`config.mk`:
```
export PLATFORM = sky130hd
export DESIGN_NAME = bm_pipelined_memory
export DESIGN_NICKNAME = d
export VERILOG_FILES = /design/src/rtl/bm_memory_pkg.sv /design/src/rtl/bm_memory_array.sv /design/src/rtl/bm_pipelined_memory.sv
export SDC_FILE = /design/constraint.sdc
export NUM_CORES = 1
export LEC_CHECK = 0
export ABC_AREA = 1
export BUFFER_PORTS_ARGS = -buffer_cell sky130_fd_sc_hd__buf_2
export CAP_MARGIN = 40
export CORE_MARGIN = 2
export CORE_UTILIZATION = 55
export CTS_CLUSTER_DIAMETER = 120
export DETAILED_ROUTE_END_ITERATION = 6
export GPL_ROUTABILITY_DRIVEN = 0
export GPL_TIMING_DRIVEN = 0
export HOLD_SLACK_MARGIN = 0.05
export PLACE_DENSITY = 0.76
export RECOVER_POWER = 25
export SETUP_SLACK_MARGIN = 0.3
export SLEW_MARGIN = 0
export SYNTH_ARGS = -nofsm -noshare
export SYNTH_HDL_FRONTEND = slang
export SYNTH_SLANG_ARGS = --single-unit
```
`constraint.sdc`:
```
create_clock -name clock -period 2.2 [get_ports clock]
set_input_delay 0.11 -clock clock [delete_from_list [all_inputs] [get_ports clock]]
set_output_delay 0.11 -clock clock [all_outputs]
set_load 0.01 [all_outputs]
```
`src/rtl/bm_memory_pkg.sv`:
```
// Shared definitions for the pipelined memory: FSM state encoding and
// default geometry. Read-during-write forwarding is selected in the top
// by the macro BM_MEMORY_WRITE_FORWARD_EN.
package bm_memory_pkg;

  typedef enum logic {
    INIT = 1'b0,
    RUN  = 1'b1
  } mem_state_t;

  localparam int DEF_WIDTH  = 3;
  localparam int DEF_DEPTH  = 8;
  localparam int DEF_ADDR_W = 4;

endpackage

```
`src/rtl/bm_memory_array.sv`:
```
// Storage for the pipelined memory: one write port, one registered read
// port, no reset. The caller guarantees addresses are in range; the index
// width is the minimum that covers DEPTH words.
module bm_memory_array #(
  parameter int WIDTH = 3,
  parameter int DEPTH = 8,
  parameter int IDX_W = 3
) (
  input  logic             clock,
  input  logic             wr_en,
  input  logic [IDX_W-1:0] wr_addr,
  input  logic [WIDTH-1:0] wr_data,
  input  logic             rd_en,
  input  logic [IDX_W-1:0] rd_addr,
  output logic [WIDTH-1:0] rd_data
);

  logic [WIDTH-1:0] mem [DEPTH];

  // write port: word updates at the clock edge
  always_ff @(posedge clock) begin
    if (wr_en) mem[wr_addr] <= wr_data;
  end

  // read port: samples the word before a same-edge write lands (read-first)
  always_ff @(posedge clock) begin
    if (rd_en) rd_data <= mem[rd_addr];
  end

endmodule

```
`src/rtl/bm_pipelined_memory.sv`:
```
// Pipelined memory with a power-up zero sweep and a 2-cycle read pipeline.
// Macro BM_MEMORY_WRITE_FORWARD_EN: when defined, a read and write to the
// same address in the same cycle returns the new data (write-first);
// otherwise the previously stored word is returned (read-first).
//
// state | meaning
// ------+--------------------------------------------------------------
// INIT  | zero sweep, one word per cycle at init_ptr; requests ignored
// RUN   | ready; reads and writes accepted
module bm_pipelined_memory
  import bm_memory_pkg::*;
#(
  parameter int WIDTH  = DEF_WIDTH,
  parameter int DEPTH  = DEF_DEPTH,
  parameter int ADDR_W = DEF_ADDR_W
) (
  input  logic              clock,
  input  logic              reset,
  input  logic              wr_en,
  input  logic [ADDR_W-1:0] wr_addr,
  input  logic [WIDTH-1:0]  wr_data,
  input  logic              rd_req,
  input  logic [ADDR_W-1:0] rd_addr,
  output logic              ready,
  output logic              rd_valid,
  output logic [WIDTH-1:0]  rd_data
);

  localparam int IDX_W = $clog2(DEPTH);
  // one extra bit so DEPTH == 2**ADDR_W is still representable
  localparam logic [ADDR_W:0]   DEPTH_C   = (ADDR_W+1)'(DEPTH);
  localparam logic [ADDR_W-1:0] LAST_WORD = ADDR_W'(DEPTH - 1);

  mem_state_t        state_q, state_d;
  logic [ADDR_W-1:0] init_ptr_q;
  logic              init_last;

  logic              wr_ok, rd_ok, wr_acc, rd_acc;
  logic              arr_we;
  logic [IDX_W-1:0]  arr_wa, arr_ra;
  logic [WIDTH-1:0]  arr_wd, arr_rd_data;

  logic              s1_valid, s1_oor;
  logic [WIDTH-1:0]  rd_word;

  assign init_last = (init_ptr_q == LAST_WORD);

  // FSM state register
  always_ff @(posedge clock) begin
    if (reset) state_q <= INIT;
    else       state_q <= state_d;
  end

  // sweep pointer walks 0..DEPTH-1 while initialising
  always_ff @(posedge clock) begin
    if (reset)                 init_ptr_q <= '0;
    else if (state_q == INIT)  init_ptr_q <= init_last ? '0 : init_ptr_q + 1'b1;
  end

  // next-state: leave INIT once the last word has been zeroed
  always_comb begin
    state_d = state_q;
    case (state_q)
      INIT:    if (init_last) state_d = RUN;
      RUN:     state_d = RUN;
      default: state_d = INIT;
    endcase
  end

  // FSM outputs
  always_comb begin
    ready = 1'b0;
    if (state_q == RUN) ready = 1'b1;
  end

  assign wr_ok  = ({1'b0, wr_addr} < DEPTH_C);
  assign rd_ok  = ({1'b0, rd_addr} < DEPTH_C);
  assign wr_acc = ready && wr_en;
  assign rd_acc = ready && rd_req;

  // init mux: the sweep owns the write port until RUN; reset blocks all writes
  always_comb begin
    arr_we = 1'b0;
    arr_wa = wr_addr[IDX_W-1:0];
    arr_wd = wr_data;
    if (state_q == INIT) begin
      arr_we = !reset;
      arr_wa = init_ptr_q[IDX_W-1:0];
      arr_wd = '0;
    end else begin
      arr_we = !reset && wr_acc && wr_ok;
    end
  end

  // out-of-range reads are steered to word 0 and masked in stage 1
  assign arr_ra = rd_ok ? rd_addr[IDX_W-1:0] : '0;

  bm_memory_array #(
    .WIDTH (WIDTH),
    .DEPTH (DEPTH),
    .IDX_W (IDX_W)
  ) u_array (
    .clock   (clock),
    .wr_en   (arr_we),
    .wr_addr (arr_wa),
    .wr_data (arr_wd),
    .rd_en   (rd_acc),
    .rd_addr (arr_ra),
    .rd_data (arr_rd_data)
  );

  // stage 1 valid: flushed by reset so in-flight reads vanish
  always_ff @(posedge clock) begin
    if (reset) s1_valid <= 1'b0;
    else       s1_valid <= rd_acc;
  end

  // stage 1 side info travelling with the array read
  always_ff @(posedge clock) begin
    if (rd_acc) s1_oor <= !rd_ok;
  end

`ifdef BM_MEMORY_WRITE_FORWARD_EN
  logic             s1_fwd;
  logic [WIDTH-1:0] s1_fwd_data;

  // capture a same-address write so the read can return the new word
  always_ff @(posedge clock) begin
    if (rd_acc) begin
      s1_fwd      <= wr_acc && wr_ok && rd_ok && (wr_addr == rd_addr);
      s1_fwd_data <= wr_data;
    end
  end

  assign rd_word = s1_oor ? '0 : (s1_fwd ? s1_fwd_data : arr_rd_data);
`else
  assign rd_word = s1_oor ? '0 : arr_rd_data;
`endif

  // stage 2: strobe the result, hold rd_data between strobes
  always_ff @(posedge clock) begin
    if (reset) begin
      rd_valid <= 1'b0;
      rd_data  <= '0;
    end else begin
      rd_valid <= s1_valid;
      if (s1_valid) rd_data <= rd_word;
    end
  end

endmodule

```
# Word level (Yosys, flattened, before mapping)
# Memories as Yosys holds them, arrays and structs flattened. A register that Yosys moved wholly into a read port is not among the register bits.
# Cells that the tools add are included.
[op_classes]
n_addsub = 1
magnitude_cmp = 2
eq_ne = 1
mux = 11
bitwise_logic = 1
reduce_logical = 6
[op_table]
columns = ["op", "count"]
rows = [
  ["$mux 3", 4],
  ["$lt 4x4->1 const B", 2],
  ["$mux 1", 5],
  ["$add 4x1->4 const B", 1],
  ["$eq 4x3->1 const B", 1],
  ["$logic_and 1x1->1", 4],
  ["$mux 4", 1],
  ["$logic_not 1->1", 2],
  ["$pmux 1 s2", 1],
  ["$not 1->1", 1],
]
[totals]
ff_bits = 11
mem_bits_rw = 24
output_inout_bits = 5
wordCells = 29
memories = 1
[mem_list]
columns = ["name", "depth", "width", "read_ports", "rd_clocked_by_memory_dff", "wr", "line_no", "source"]
rows = [
  ["u_array.mem", 8, 3, 1, 1, 1, "bm_memory_array.sv:18", "logic [WIDTH-1:0] mem [DEPTH];"],
]

# Longest topological paths before layout
[logic_depth]
ltp_word = 7
ltp_mapped = 8
mapped_depth_nobuf = 8

# Modules after synthesis
# A second synthesis with hierarchy kept.
[unflattened]
cells_unflattened = 200
hier_area_um2 = 1736.7
[modules_own_cells]
columns = ["module", "n_inst", "cells_per_inst", "area_per_inst_um2"]
rows = [
  ["bm_memory_array", 1, 124, 1207.4],
  ["bm_pipelined_memory", 1, 76, 529.3],
]

# Least setup slack after synthesis
# No wires, ideal clock.
[synth_path]
path_kind = "register to register"
start = "reg state_q"
end = "mem u_array.mem[2][0] (enable)"
setup_time_ps = 319
t_arrival_ps = 1051
required_time_ps = 1881
slack_ps = 830
path_stages_with_launch = 6
n_path_buf = 1
period_less_slack_ps = 1370
path_cell_list = "dfxtp_1 > buf_6 > nand3_2 > o22ai_2 > nand2_2 > nor2_1"
[synth_between]
elab_chain_len = 7
word_cells_on_any_way = 8
[synth_rtl]
columns = ["item", "line_no", "source"]
rows = [
  ["start, declared", "bm_pipelined_memory.sv:34", "mem_state_t state_q, state_d;"],
  ["start signal, assigned", "bm_pipelined_memory.sv:51", "else state_q <= state_d;"],
  ["$mux 1", "bm_pipelined_memory.sv:73", "if (state_q == RUN) ready = 1'b1;"],
  ["$logic_and 1x1->1", "bm_pipelined_memory.sv:78", "assign wr_acc = ready && wr_en;"],
  ["$logic_and 1x1->1 (2 in series)", "bm_pipelined_memory.sv:91", "arr_we = !reset && wr_acc && wr_ok;"],
  ["$mux 1", "bm_pipelined_memory.sv:86", "if (state_q == INIT) begin"],
  ["$mux 1", "bm_memory_array.sv:22", "if (wr_en) mem[wr_addr] <= wr_data;"],
  ["$mux 1 (implied by the code)", "bm_memory_array.sv:22", ""],
  ["end, declared", "bm_memory_array.sv:18", ""],
]
# Parallel ways exist; a longest one is shown, timed or not.

# Worst setup path after layout
# Ends and elaborated chain as after synthesis.

==> run metrics <==
status=completed; row count=20; Top Ports=20; Yosys cell types=18; Cells after Synth=192; Routed Antenna Nets=0; PostCTS Resize Cnt=0; P&R area growth vs syn=13.0%; CP max FO=10; Synth Register Bits=38; Synth area leader=edfxtp_1; # fillers=252; most frequent cells in the layout=nand2_1 (52), inv_1 (33), edfxtp_1 (28); Leakage=0.884 nW; Post-DP HPWL=between 2 and 2.5 mm; Startpoint Class=flip-flop; largest net degree at the start of global routing=14; top-area cell type share of the netlist area=0.493; area of the multi-input gates=503 µm²; Via density=between 4 and 5; sequential fraction of the synthesis area=0.610; Max Slew Vio Count=0; ratio of cells with drive above 1 in the final layout=0.144; worst hold-check path type=in -> reg; Setup Skew=0.00698 ns; fin util=0.643; critical path, cell by cell=buf_6 > nand3_2 > o22ai_2 > nand2_2 > nor2_1; Die Y=~60 µm; initial DRC count=43; VDD IR-drop max=about 450 µV; worst endpoint data arrival time=1.54 ns; CP max stage delay=roughly 0.43 ns; Worst Setup End Kind=flip-flop; final worst path period share=0.683; nets@finish=between 200 and 250; commonest non-fill, non-tap cell in the layout=nand2_1; initial core utilization=0.568; # DRC=0; power density cells=approximately 650 nW/µm²; register area=roughly 1000 µm²; CTS max path bufs=2; first-pass GRT wire length=4.75 mm; DRT Pass-1 Iters=6; Port Buffers=18; DR WL/cell=11.3 µm; max cap viols=0; Slowest-stage cell, CP=dfxtp_1; core area=about 3000 µm²; via count=1260; Critical Path RT=2.24 ns; clock-pin slew on the worst setup and hold paths=about 0.11 ns; worst-skew pair later-pin latency=0.35 ns; number of global-route vias before repair=~1100; TritonCTS clock tree=yes; YS warnings=0; fin crit period=1.50 ns; top post-synthesis cells by area=edfxtp_1 (49%), dfxtp_1 (12%), nand2_1 (11%); antenna fix cells=0; setup_tns=0 ns; Setup Viol. Count Final=0; GRT overflow=0; # clock sinks=38; Peak Freq=665 MHz; Mean Syn Cell Area=8.89 µm²; slew margin rel.=0.764; CP Class=reg -> reg; drt total wl=2.87 mm; Die ar.=about 3600 µm²; initial antenna violation count=0; Total GRT Usage=0.187; CTS root buf=clkbuf_4; Final Hold Viols=0; Mapped Area=1710 µm²; Die W=59.7 µm; RSZ-0062 raised after global routing=false; depth of the CTS H-tree=2; Net Count, Synth=208; Num CTS Buffers=5; Slew @ Worst Pin=0.350 ns
-- worst max-delay path: cells and delay by family, from the launching register on --
| kind | cells | cell delay, ns |
|---|---|---|
| buffers and inverters | 1 | 0.18 |
| AOI/OAI and AO/OA | 1 | 0.14 |
| and+or+nand+nor | 3 | 0.45 |
| DFF | 1 | 0.43 |
-- routing by layer --
layer	track usage	part of all wire	vias to the layer above
met1	0.231	0.45	554
met3	0.0671	0.060	7
met5	0	0	-
met4	0.0667	0.016	0
met2	0.303	0.48	38
li1	-	-	661
-- final cells by class --
cell class / count / share of cell area
clock buffers: 5 / 0.0195
repair buffers: 22 / 0.0636
inverters: 35 / 0.0694
clock inverters: 3 / 0.0110
multi-input cells: 115 / 0.261
plain buffers: 4 / 0.0149
well taps: 33 / 0.0214
flip-flops and latches: 38 / 0.540
-- synthesized netlist by cell type, drive strengths merged --
library cell  count
nor3              1
nand2            56
dfxtp            10
o21ai             4
inv              35
o22ai             1
ha                1
a21oi             8
nor2             26
nand3            18
edfxtp           28
buf               4
-- flip-flops by register name, summed over array words and instances (netlist names) --
signal / cells
init_ptr_q: 4
rd_data: 3
rd_valid: 1
s1_oor: 1
s1_valid: 1
state_q: 1
u_array.mem: 24
u_array.rd_data: 3
-- report_power, final --
group | internal (W) | switching (W) | total, W | leakage, nW
Clock | 0.000124 | 0.000234 | 0.000358 | 0.0312
Sequential | 0.000783 | 0.00000831 | 0.000792 | 0.334
Combinational | 0.0000429 | 0.0000707 | 0.000114 | 0.519
Total | 0.000950 | 0.000313 | 0.00126 | 0.884
-- worst paths after layout --
path / slack [ns] / startpoint / endpoint / depth (start not counted)
min: 0.18 / rd_addr[2] / u_array.rd_data[2]$_DFFE_PP_ / 4
max: 0.70 / state_q$_SDFF_PP0_ / u_array.mem[2][0]$_DFFE_PP_ / 5
min reg2reg: 0.47 / rd_data[0]$_SDFFE_PP0P_ / rd_data[0]$_SDFFE_PP0P_ / 2
max reg2reg: 0.70 / state_q$_SDFF_PP0_ / u_array.mem[2][0]$_DFFE_PP_ / 5
-- what timing repair did --
item                                   in CTS  in global routing
endpoints found under the hold margin       5                  0
hold buffers                                4                  0
buffers inserted                            0                  0
-- through the flow --
stage                     total power [W]  cell area [µm²]  hold WS (ns)  std cells  setup WS (ns)
after global placement           0.000913             1840         0.337        243          0.729
after global routing              0.00132             1930         0.219        255          0.557
after floorplan                  0.000885             1710         0.209        192          0.830
after detailed placement         0.000917             1840         0.341        243          0.693
after CTS                         0.00127             1940         0.175        255          0.681
final                             0.00126             1930         0.180        255          0.697
-- logic make-up after synthesis --
logic type | after synthesis | synth area share
simple gates | 101 | 0.245
buf+inv | 39 | 0.0953
flops | 38 | 0.610
compound gates | 13 | 0.0425
fa+ha+maj | 1 | 0.00733
No activity file was read; power rests on OpenSTA's default activity.
